### config.mk
export PLATFORM = sky130hd
export DESIGN_NAME = dsp_mem_dump
export DESIGN_NICKNAME = d
export VERILOG_FILES = /design/src/rtl/dsp_dump_pkg.sv /design/src/rtl/dsp_byte_tx_reg.sv /design/src/rtl/dsp_mem_dump.sv
export SDC_FILE = /design/constraint.sdc
export NUM_CORES = 1
export LEC_CHECK = 0
export ABC_AREA = 1
export CAP_MARGIN = 30
export CELL_PAD_IN_SITES_DETAIL_PLACEMENT = 2
export CELL_PAD_IN_SITES_GLOBAL_PLACEMENT = 2
export CORE_MARGIN = 2
export CORE_UTILIZATION = 28
export DETAILED_ROUTE_END_ITERATION = 12
export PLACE_DENSITY = 0.76
export SETUP_SLACK_MARGIN = 0.02
export SYNTH_ARGS = -nofsm -noshare
export SYNTH_HDL_FRONTEND = slang
export SYNTH_SLANG_ARGS = --single-unit
### constraint.sdc
create_clock -name clk -period 1.78 [get_ports clk]
set_clock_uncertainty 0.15 [all_clocks]
set_input_delay 0.356 -clock clk [delete_from_list [all_inputs] [get_ports clk]]
set_output_delay 0.356 -clock clk [all_outputs]
set_load 0.01 [all_outputs]
### src/rtl/dsp_dump_pkg.sv
// Shared types and constants for the DSP data-memory dump engine.
package dsp_dump_pkg;

  localparam int unsigned BYTE_W = 8;
  localparam logic [BYTE_W-1:0] HDR_BYTE_DEF = 8'hA5;

  typedef enum logic [3:0] {
    S_IDLE,
    S_HDR,
    S_CNT,
    S_RD,
    S_CAP,
    S_HI,
    S_LO,
    S_SUM,
    S_FIN
  } state_t;

endpackage

### src/rtl/dsp_byte_tx_reg.sv
// One-entry valid/ready byte register; holds data and valid stable until the sink accepts.
module dsp_byte_tx_reg
  import dsp_dump_pkg::*;
(
  input  logic              clk,
  input  logic              reset,
  input  logic              load,
  input  logic [BYTE_W-1:0] load_data,
  input  logic              tx_ready,
  output logic [BYTE_W-1:0] tx_data,
  output logic              tx_valid,
  output logic              accept_c
);

  assign accept_c = tx_valid & tx_ready;

  // A load may coincide with the accept of the previous byte.
  always_ff @(posedge clk or negedge reset) begin
    if (!reset) begin
      tx_data  <= '0;
      tx_valid <= 1'b0;
    end else if (load) begin
      tx_data  <= load_data;
      tx_valid <= 1'b1;
    end else if (accept_c) begin
      tx_valid <= 1'b0;
    end
  end

endmodule

### src/rtl/dsp_mem_dump.sv
// Reads a window of DSP data memory and streams it as a framed, checksummed byte sequence.
module dsp_mem_dump
  import dsp_dump_pkg::*;
#(
  parameter int unsigned       ADDR_WIDTH = 8,
  parameter int unsigned       DATA_WIDTH = 16,
  parameter logic [BYTE_W-1:0] HDR_BYTE   = HDR_BYTE_DEF
) (
  input  logic                  clk,
  input  logic                  reset,
  input  logic                  start,
  input  logic [ADDR_WIDTH-1:0] base_addr,
  input  logic [ADDR_WIDTH-1:0] word_count,
  output logic [ADDR_WIDTH-1:0] mem_addr,
  output logic                  mem_rd_en,
  input  logic [DATA_WIDTH-1:0] mem_rd_data,
  output logic [BYTE_W-1:0]     tx_data,
  output logic                  tx_valid,
  input  logic                  tx_ready,
  output logic                  busy,
  output logic                  done,
  output logic [BYTE_W-1:0]     checksum
);

  state_t                  state_q, state_d;
  logic [ADDR_WIDTH-1:0]   addr_q, addr_d;
  logic [ADDR_WIDTH-1:0]   rem_q, rem_d;
  logic [ADDR_WIDTH-1:0]   cnt_q, cnt_d;
  logic [DATA_WIDTH-1:0]   word_q, word_d;
  logic [BYTE_W-1:0]       csum_d;
  logic [ADDR_WIDTH-1:0]   mem_addr_d;
  logic                    rd_en_d, busy_d, done_d;
  logic                    tx_load;
  logic [BYTE_W-1:0]       tx_byte;
  logic                    accept_c;

  dsp_byte_tx_reg u_tx (
    .clk       (clk),
    .reset     (reset),
    .load      (tx_load),
    .load_data (tx_byte),
    .tx_ready  (tx_ready),
    .tx_data   (tx_data),
    .tx_valid  (tx_valid),
    .accept_c  (accept_c)
  );

  always_ff @(posedge clk or negedge reset) begin
    if (!reset) begin
      state_q   <= S_IDLE;
      addr_q    <= '0;
      rem_q     <= '0;
      cnt_q     <= '0;
      word_q    <= '0;
      checksum  <= '0;
      mem_addr  <= '0;
      mem_rd_en <= 1'b0;
      busy      <= 1'b0;
      done      <= 1'b0;
    end else begin
      state_q   <= state_d;
      addr_q    <= addr_d;
      rem_q     <= rem_d;
      cnt_q     <= cnt_d;
      word_q    <= word_d;
      checksum  <= csum_d;
      mem_addr  <= mem_addr_d;
      mem_rd_en <= rd_en_d;
      busy      <= busy_d;
      done      <= done_d;
    end
  end

  // Next-state logic; the next byte is loaded on the edge the current one transfers.
  always_comb begin
    state_d    = state_q;
    addr_d     = addr_q;
    rem_d      = rem_q;
    cnt_d      = cnt_q;
    word_d     = word_q;
    csum_d     = checksum;
    mem_addr_d = mem_addr;
    rd_en_d    = 1'b0;
    busy_d     = busy;
    done_d     = 1'b0;
    tx_load    = 1'b0;
    tx_byte    = '0;

    case (state_q)
      S_IDLE: begin
        if (start) begin
          addr_d  = base_addr;
          rem_d   = word_count;
          cnt_d   = word_count;
          csum_d  = '0;
          busy_d  = 1'b1;
          tx_load = 1'b1;
          tx_byte = HDR_BYTE;
          state_d = S_HDR;
        end
      end
      S_HDR: begin
        if (accept_c) begin
          tx_load = 1'b1;
          tx_byte = BYTE_W'(cnt_q);
          state_d = S_CNT;
        end
      end
      S_CNT: begin
        if (accept_c) begin
          csum_d = checksum ^ BYTE_W'(cnt_q);
          if (rem_q != '0) begin
            rd_en_d    = 1'b1;
            mem_addr_d = addr_q;
            state_d    = S_RD;
          end else begin
            tx_load = 1'b1;
            tx_byte = csum_d;
            state_d = S_SUM;
          end
        end
      end
      S_RD: begin
        state_d = S_CAP;
      end
      S_CAP: begin
        word_d  = mem_rd_data;
        tx_load = 1'b1;
        tx_byte = mem_rd_data[DATA_WIDTH-1 -: BYTE_W];
        state_d = S_HI;
      end
      S_HI: begin
        if (accept_c) begin
          csum_d  = checksum ^ word_q[DATA_WIDTH-1 -: BYTE_W];
          tx_load = 1'b1;
          tx_byte = word_q[BYTE_W-1:0];
          state_d = S_LO;
        end
      end
      S_LO: begin
        if (accept_c) begin
          csum_d = checksum ^ word_q[BYTE_W-1:0];
          addr_d = addr_q + ADDR_WIDTH'(1);
          rem_d  = rem_q - ADDR_WIDTH'(1);
          if (rem_d != '0) begin
            rd_en_d    = 1'b1;
            mem_addr_d = addr_d;
            state_d    = S_RD;
          end else begin
            tx_load = 1'b1;
            tx_byte = csum_d;
            state_d = S_SUM;
          end
        end
      end
      S_SUM: begin
        if (accept_c) begin
          done_d  = 1'b1;
          busy_d  = 1'b0;
          state_d = S_FIN;
        end
      end
      S_FIN: begin
        state_d = S_IDLE;
      end
      default: begin
        state_d = S_IDLE;
      end
    endcase
  end

endmodule

==> flow_summary.json <==
{
  "status": "complete, but fails checks",
  "violations": "negative setup slack",
  "vias": 4517,
  "worstPathRequired_ns": 1.90,
  "drc": 0,
  "cts_buffers": 9,
  "clk_path_buf_depth": 2,
  "worst_slew_pin_slew_ns": 0.4874,
  "antenna_found_initial": 0,
  "overflow": 0,
  "h-tree-depth": 3,
  "nets": 718,
  "dpl-instance-area_um2": 5265,
  "gp_congestion": 0.7863,
  "fin_cells": 863,
  "drt-initial-drc-count": 275,
  "synth_nets": 560,
  "core_area_um2": 13880,
  "yosys_warnings": 0,
  "final_util_pct": 46.48,
  "final.setup.worst_slack_ns": -0.4234,
  "synth_most_common_cell": "nand2_1",
  "drive_gt1_share_pct": 33.82,
  "placedCellCount": 809,
  "arrival_ns": 2.33,
  "synth_cells": 520,
  "yosysSeqAreaShare_pct": 45.40,
  "grt_pass1_vias": 4909,
  "final_cell_area_um2": 6451,
  "cap_violations": 0,
  "fin_total_pwr_mw": 11.32,
  "ys_top_cells_by_count": "152 x nand2_1, 72 x dfrtp_1, 50 x inv_1",
  "grt_use_total_pct": 25.62,
  "leakagePower_nw": 3.053,
  "grt_pass1_wl_mm": 28.56,
  "async_reset_ff_share_pct": 100.0,
  "ios": 64,
  "place_hpwl_mm": 11.45,
  "cts_root_buf": "clkbuf_16",
  "ant_nets": 0,
  "path_clk_slew_ns": 0.07,
  "clock_latency_ns": 0.37,
  "synth-seq-cells": 72,
  "slew_viol_final": 0,
  "synth_edf_count": 0,
  "synthTopCellsByArea": "dfrtp_1 45%, nand2_1 14%, o21ai_0 4.8%",
  "portBuffers": 63,
  "ir_worst_vdd_mv": 0.6390,
  "hold_viol": 0,
  "fin_crit_ns": 2.203,
  "viasPerCell": 5.234,
  "yosys.area.top_type": "dfrtp_1",
  "hp-class": "input port to async pin",
  "grt_max_degree": 37,
  "dieArea_um2": 15140,
  "rows": 43,
  "routed_wl_mm": 21.14,
  "slew_headroom_pct": 67.51,
  "n_antenna_cell": 0,
  "dr.pass1.iters": 6,
  "path_class": "register to register",
  "final.fill_count": 1503,
  "synth_cell_types": 35,
  "cp_max_fo": 4,
  "syn_area_um2": 3969,
  "die_y_um": 123.1,
  "clock.fmax_ghz": 0.4538,
  "rsz0062_at_grt": "yes",
  "fin_crit_sh_pct": 123.8,
  "setup.worst_path.end_class": "register",
  "synth_top_area_share_pct": 45.40,
  "syn_area_per_cell_um2": 7.632,
  "p_per_area_nw_per_um2": 1755,
  "avgRoutedWirePerCell_um": 24.50,
  "synth-main-ff-cell": "dfrtp_1",
  "fp.dieW_um": 123.1,
  "initial_utilization_pct": 28.59,
  "cts_sinks": 72,
  "cts_tree": "yes",
  "start_kind": "register",
  "setup_viol": 57,
  "area_growth_pct": 62.55
}
registers in the layout, summed over array words and instances, names as in the netlist:
register / flops
word_q: 16
checksum: 8
addr_q: 8
mem_addr: 8
cnt_q: 8
u_tx.tx_valid: 1
mem_rd_en: 1
state_q: 4
u_tx.tx_data: 8
busy: 1
rem_q: 8
done: 1
kinds of logic after synthesis:
group / count (synthesis) / share of synthesized area (%)
adder cells (fa/ha/maj): 4 / 1.261
buffers and inverters: 74 / 7.629
multiplexers: 2 / 0.5044
AO/OA/AOI/OAI: 104 / 15.07
XOR/XNOR: 22 / 4.855
flip-flops: 72 / 45.40
AND/OR/NAND/NOR: 242 / 25.28
cell type report:
cell class | instances | area [um2] | share of cell area (%)
Timing Repair Buffer | 161 | 1562 | 24.20
Clock buffer | 10 | 229.0 | 3.549
Sequential cell | 72 | 1815 | 28.14
Clock inverter | 6 | 45.04 | 0.6982
Multi-Input combinational cell | 375 | 2335 | 36.19
Tap cell | 180 | 225.2 | 3.491
Inverter | 59 | 240.2 | 3.724
worst paths after layout:
kind                                   from           to  slack, ns  depth (start not counted)
worst max-delay path               rem_q[1]   state_q[2]      -0.42                         13
worst min-delay path                  reset   state_q[3]       0.32                          2
worst max register to register     rem_q[1]   state_q[2]      -0.42                         13
worst min register to register  mem_addr[7]  mem_addr[7]       0.34                          2
max in group asynchronous             reset  checksum[2]       0.57                          3
min in group clk                mem_addr[7]  mem_addr[7]       0.34                          2
critical path, stage by stage, from the launching register on:
cell	delay, ns
dfrtp_1	0.40
buf_6	0.13
nor2_4	0.14
nand2_4	0.09
nand2_2	0.07
nand2_2	0.07
nor2_2	0.11
nand2_2	0.08
nor2_4	0.20
nand3_4	0.12
buf_4	0.15
o211ai_1	0.12
nand2_1	0.14
o21ai_1	0.14
repair_timing:
item	4_1_cts	5_1_grt
setup buffers	20	14
setup endpoints to repair	76	63
cloned	3	1
resized for setup	115	74
hold endpoints to repair	22	0
pin swaps	28	34
hold buffers	1	0
cell usage in the layout, fill, tap and decap left out, drive strengths merged:
cell           instances
nand2                156
buf                   98
dfrtp                 72
inv                   58
nor2                  52
o21ai                 51
clkdlybuf4s50         35
nand3                 28
dlygate4sd2           25
a21oi                 19
xor2                  14
o211ai                11
clkbuf                10
o22ai                  8
xnor2                  8
a31oi                  4
a22oi                  4
clkinvlp               4
ha                     4
clkinv                 3
nor3                   3
or2                    3
o21bai                 3
mux2i                  2
dlymetal6s2s           2
nand4                  1
o32ai                  1
o31ai                  1
a221oi                 1
o221ai                 1
dlygate4sd3            1
per-stage QoR:
| stage | setup WS, ns | TNS (ns) | hold WS [ns] |
|---|---|---|---|
| 4_1_cts | -0.2306 | -4.441 | 0.3249 |
| 6_report | -0.4234 | -9.076 | 0.3227 |
| 3_3_place_gp | -0.4185 | -10.18 | 0.1452 |
| 5_1_grt | -0.4949 | -13.33 | 0.3397 |
| 2_1_floorplan | 0.02399 | 0 | -0.08959 |
| 3_5_place_dp | -0.4735 | -12.51 | 0.1481 |
per-layer routing:
layer  wire length [um]  up-vias  global-route usage, %
met5                  0        -                      0
met4                570        0                  8.523
met3                774       42                  4.982
met2              11240      122                  45.82
met1               8555     2356                  30.75
li1                   -     1997                      -
power breakdown:
| group | switching (mW) | internal, mW | leakage (nW) |
|---|---|---|---|
| registers | 0.825 | 2.37 | 0.879 |
| clock network | 0.863 | 0.951 | 0.125 |
| logic | 3.54 | 2.78 | 2.05 |
Power figures use the tool's default switching activity.
==> RTL change (same flow settings) <==
Re-encode `state_t` (9 states) as one-hot, 9 bits wide.
--- a/src/rtl/dsp_dump_pkg.sv
+++ b/src/rtl/dsp_dump_pkg.sv
@@ -4,16 +4,16 @@
   localparam int unsigned BYTE_W = 8;
   localparam logic [BYTE_W-1:0] HDR_BYTE_DEF = 8'hA5;
 
-  typedef enum logic [3:0] {
-    S_IDLE,
-    S_HDR,
-    S_CNT,
-    S_RD,
-    S_CAP,
-    S_HI,
-    S_LO,
-    S_SUM,
-    S_FIN
+  typedef enum logic [8:0] {
+    S_IDLE = 9'b000000001,
+    S_HDR  = 9'b000000010,
+    S_CNT  = 9'b000000100,
+    S_RD   = 9'b000001000,
+    S_CAP  = 9'b000010000,
+    S_HI   = 9'b000100000,
+    S_LO   = 9'b001000000,
+    S_SUM  = 9'b010000000,
+    S_FIN  = 9'b100000000
   } state_t;
 
 endpackage
Formal check against the unedited RTL: no difference found for any inputs over 10 cycles, from zero or initial values and one cycle with reset low; not proved beyond that.
==> RTL change against the original RTL <==
Total power is 4.1% higher; area after synthesis grew 13%; routed wire length rose by 19%; clock power rose by 9%; count of clock-buffer cells in the layout grew 2; largest cell class unchanged; the run still ends with negative setup slack left; fmax grew 0.44%; via count is 15% higher; first-iteration DRC count rose by 6.2%; sequential cell count increased by 5; setup slack improved by 9.6 ps; design area up 17%; sequential power shrank 5%.
==> RTL change: results (changes against the original RTL) <==
LARGESTREGISTERS='word_q: 16 flops, state_q: 9 flops'
FINALWEIGHTEDCONGESTION=0.819  # +4.1%
CRIT_FANOUT=5  # +1
DETAILEDPLACE.WORSTSLACK_PS=-336  # +138 ps
POST-LAYOUT-TOTAL-POWER_mW=11.8  # +4.1%
P_LEAK_nW=3.49  # +14%
POWER_IN_COMBINATIONAL_CELLS_mW=6.78  # +7.3%
DRT_ITER0_DRC=292  # +6.2%
PROPORTION_OF_LAYOUT_CELLS_WITH_A_DRIVE_SUFFIX_ABOVE_1_PCT=40.6  # +6.8 points
CP.ARRIVAL_PS=2310  # -20 ps
PIN_COUNT_OF_THE_BIGGEST_NET_ENTERING_GLOBAL_ROUTING=31  # -16%
ANTENNA_FOUND_INITIAL=0  # unchanged
STATUS='finished with violations'
LAYOUT.NETS=801  # +12%
SYNTHESIS.AREA_PER_INSTANCE_SQ_UM=7.89  # +3.4%
CTS.REPAIR_TIMING.SETUP_BUFFER_COUNT=31  # +55%
DETAIL_ROUTE.VIAS_PER_CELL=5.29  # +1.1%
GRT_FIRST_PASS_WIRELENGTH_MM=32.0  # +12%
POST_DRT_WL_PER_CELL_UM=25.7  # +4.8%
SYNTH_COMMONEST_CELLS='152 x nand2_1, 76 x dfrtp_1, 56 x inv_1, 46 x nor2_1, 37 x nand3_1'
PLACEDCELLCOUNT=913  # +13%
DRT_WL_TOTAL_MM=25.2  # +19%
HPWL_MM=12.6  # +10%
INSERTION_DELAY_PS=360
INSTANCE_AREA_AFTER_PLACEMENT_SQ_MM=0.00604  # +15%
CTSRESIZECOUNT=125  # +8.7%
FINAL.SETUP.TNS_PS=-15920  # -6850 ps
GRT_USAGE_PCT=25.0  # -0.59 points
NUMBER_OF_FAILING_SETUP_ENDPOINTS_IN_THE_FINAL_TIMING_REPORT=71  # +25%
SYNTH.TOP_CELLS.BY_AREA='dfrtp_1 42%, nand2_1 13%, inv_1 4.7%'
SEQUENTIAL_GROUP_POWER_mW=3.03  # -5%
PLACEMENT.IO_BUFFERS=63  # unchanged
SYNTH.YOSYS.SEQ_AREA_SHARE_PCT=42.9  # -2.5 points
FAILED_CHECKS='negative setup slack'
MAX_SLEW_MARGIN_VS_LIMIT_PCT=66.2  # -1.3 points
FIN_WS_PS=-414  # +9.61 ps
NETLIST-CELL-TYPE-COUNT=44  # +26%
IR_DROP_mV=0.597  # -6.5%
SWITCHING_SHARE_PCT=44.6  # -1.5 points
GRT_PASS1_VIAS=5707  # +16%
[RTL change: logic make-up (layout without fill, tap and decap cells)]
kind of cell | after synthesis | count (layout) | synth area share (%)
and+or+nand+nor | 285 | 287 | 29.2
AOI/OAI and AO/OA | 90 | 90 | 12.9
buffers and inverters | 82 | 277 | 7.69
DFF | 77 | 77 | 42.9
xor gates and xnor gates | 29 | 29 | 5.66
adders and majority gates | 4 | 4 | 1.11
muxes | 2 | 2 | 0.501
[RTL change: per-layer routing]
layer	share of wire, %	wire, um	global-route usage [%]
met1	39	9870	29.3
met5	0	0	0
met2	54	13500	45.3
met3	3.8	966	3.79
met4	3.3	843	11.3
[RTL change: layout make-up]
type                    count  area, sq um
fillers                  1732         8230
flip-flops and latches     77         1940
well taps                 216          270
repair buffers            196         1900
multi-input cells         412         2860
clock buffers              12          246
repair inverters            2         18.8
clock inverters             4         47.5
inverters                  63          259
[RTL change: critical path, cell delays in order, from the launching register on]
cell      delay [ps]
dfrtp_1          430
nor2_4           170
buf_4            140
nand3_2           80
nor2_4           150
buf_6            130
nand2_8           60
a21oi_4          180
buf_6            160
buf_12           130
o211ai_1         130
o21ai_1          160
[RTL change: path summary, 6_finish.rpt]
check                                        from                       to  slack [ps]  depth (start not counted)
setup / recovery           state_q[3]$_DFFE_PN0P_     rem_q[6]$_DFFE_PN0P_        -410                         11
hold / removal                              reset  mem_addr[1]$_DFFE_PN0P_         360                          2
setup reg to reg           state_q[3]$_DFFE_PN0P_     rem_q[6]$_DFFE_PN0P_        -410                         11
hold reg to reg            word_q[10]$_DFFE_PN0N_   word_q[10]$_DFFE_PN0N_         360                          2
max in group asynchronous                   reset     rem_q[7]$_DFFE_PN0P_         530                          3
min in group clk           word_q[10]$_DFFE_PN0N_   word_q[10]$_DFFE_PN0N_         360                          2
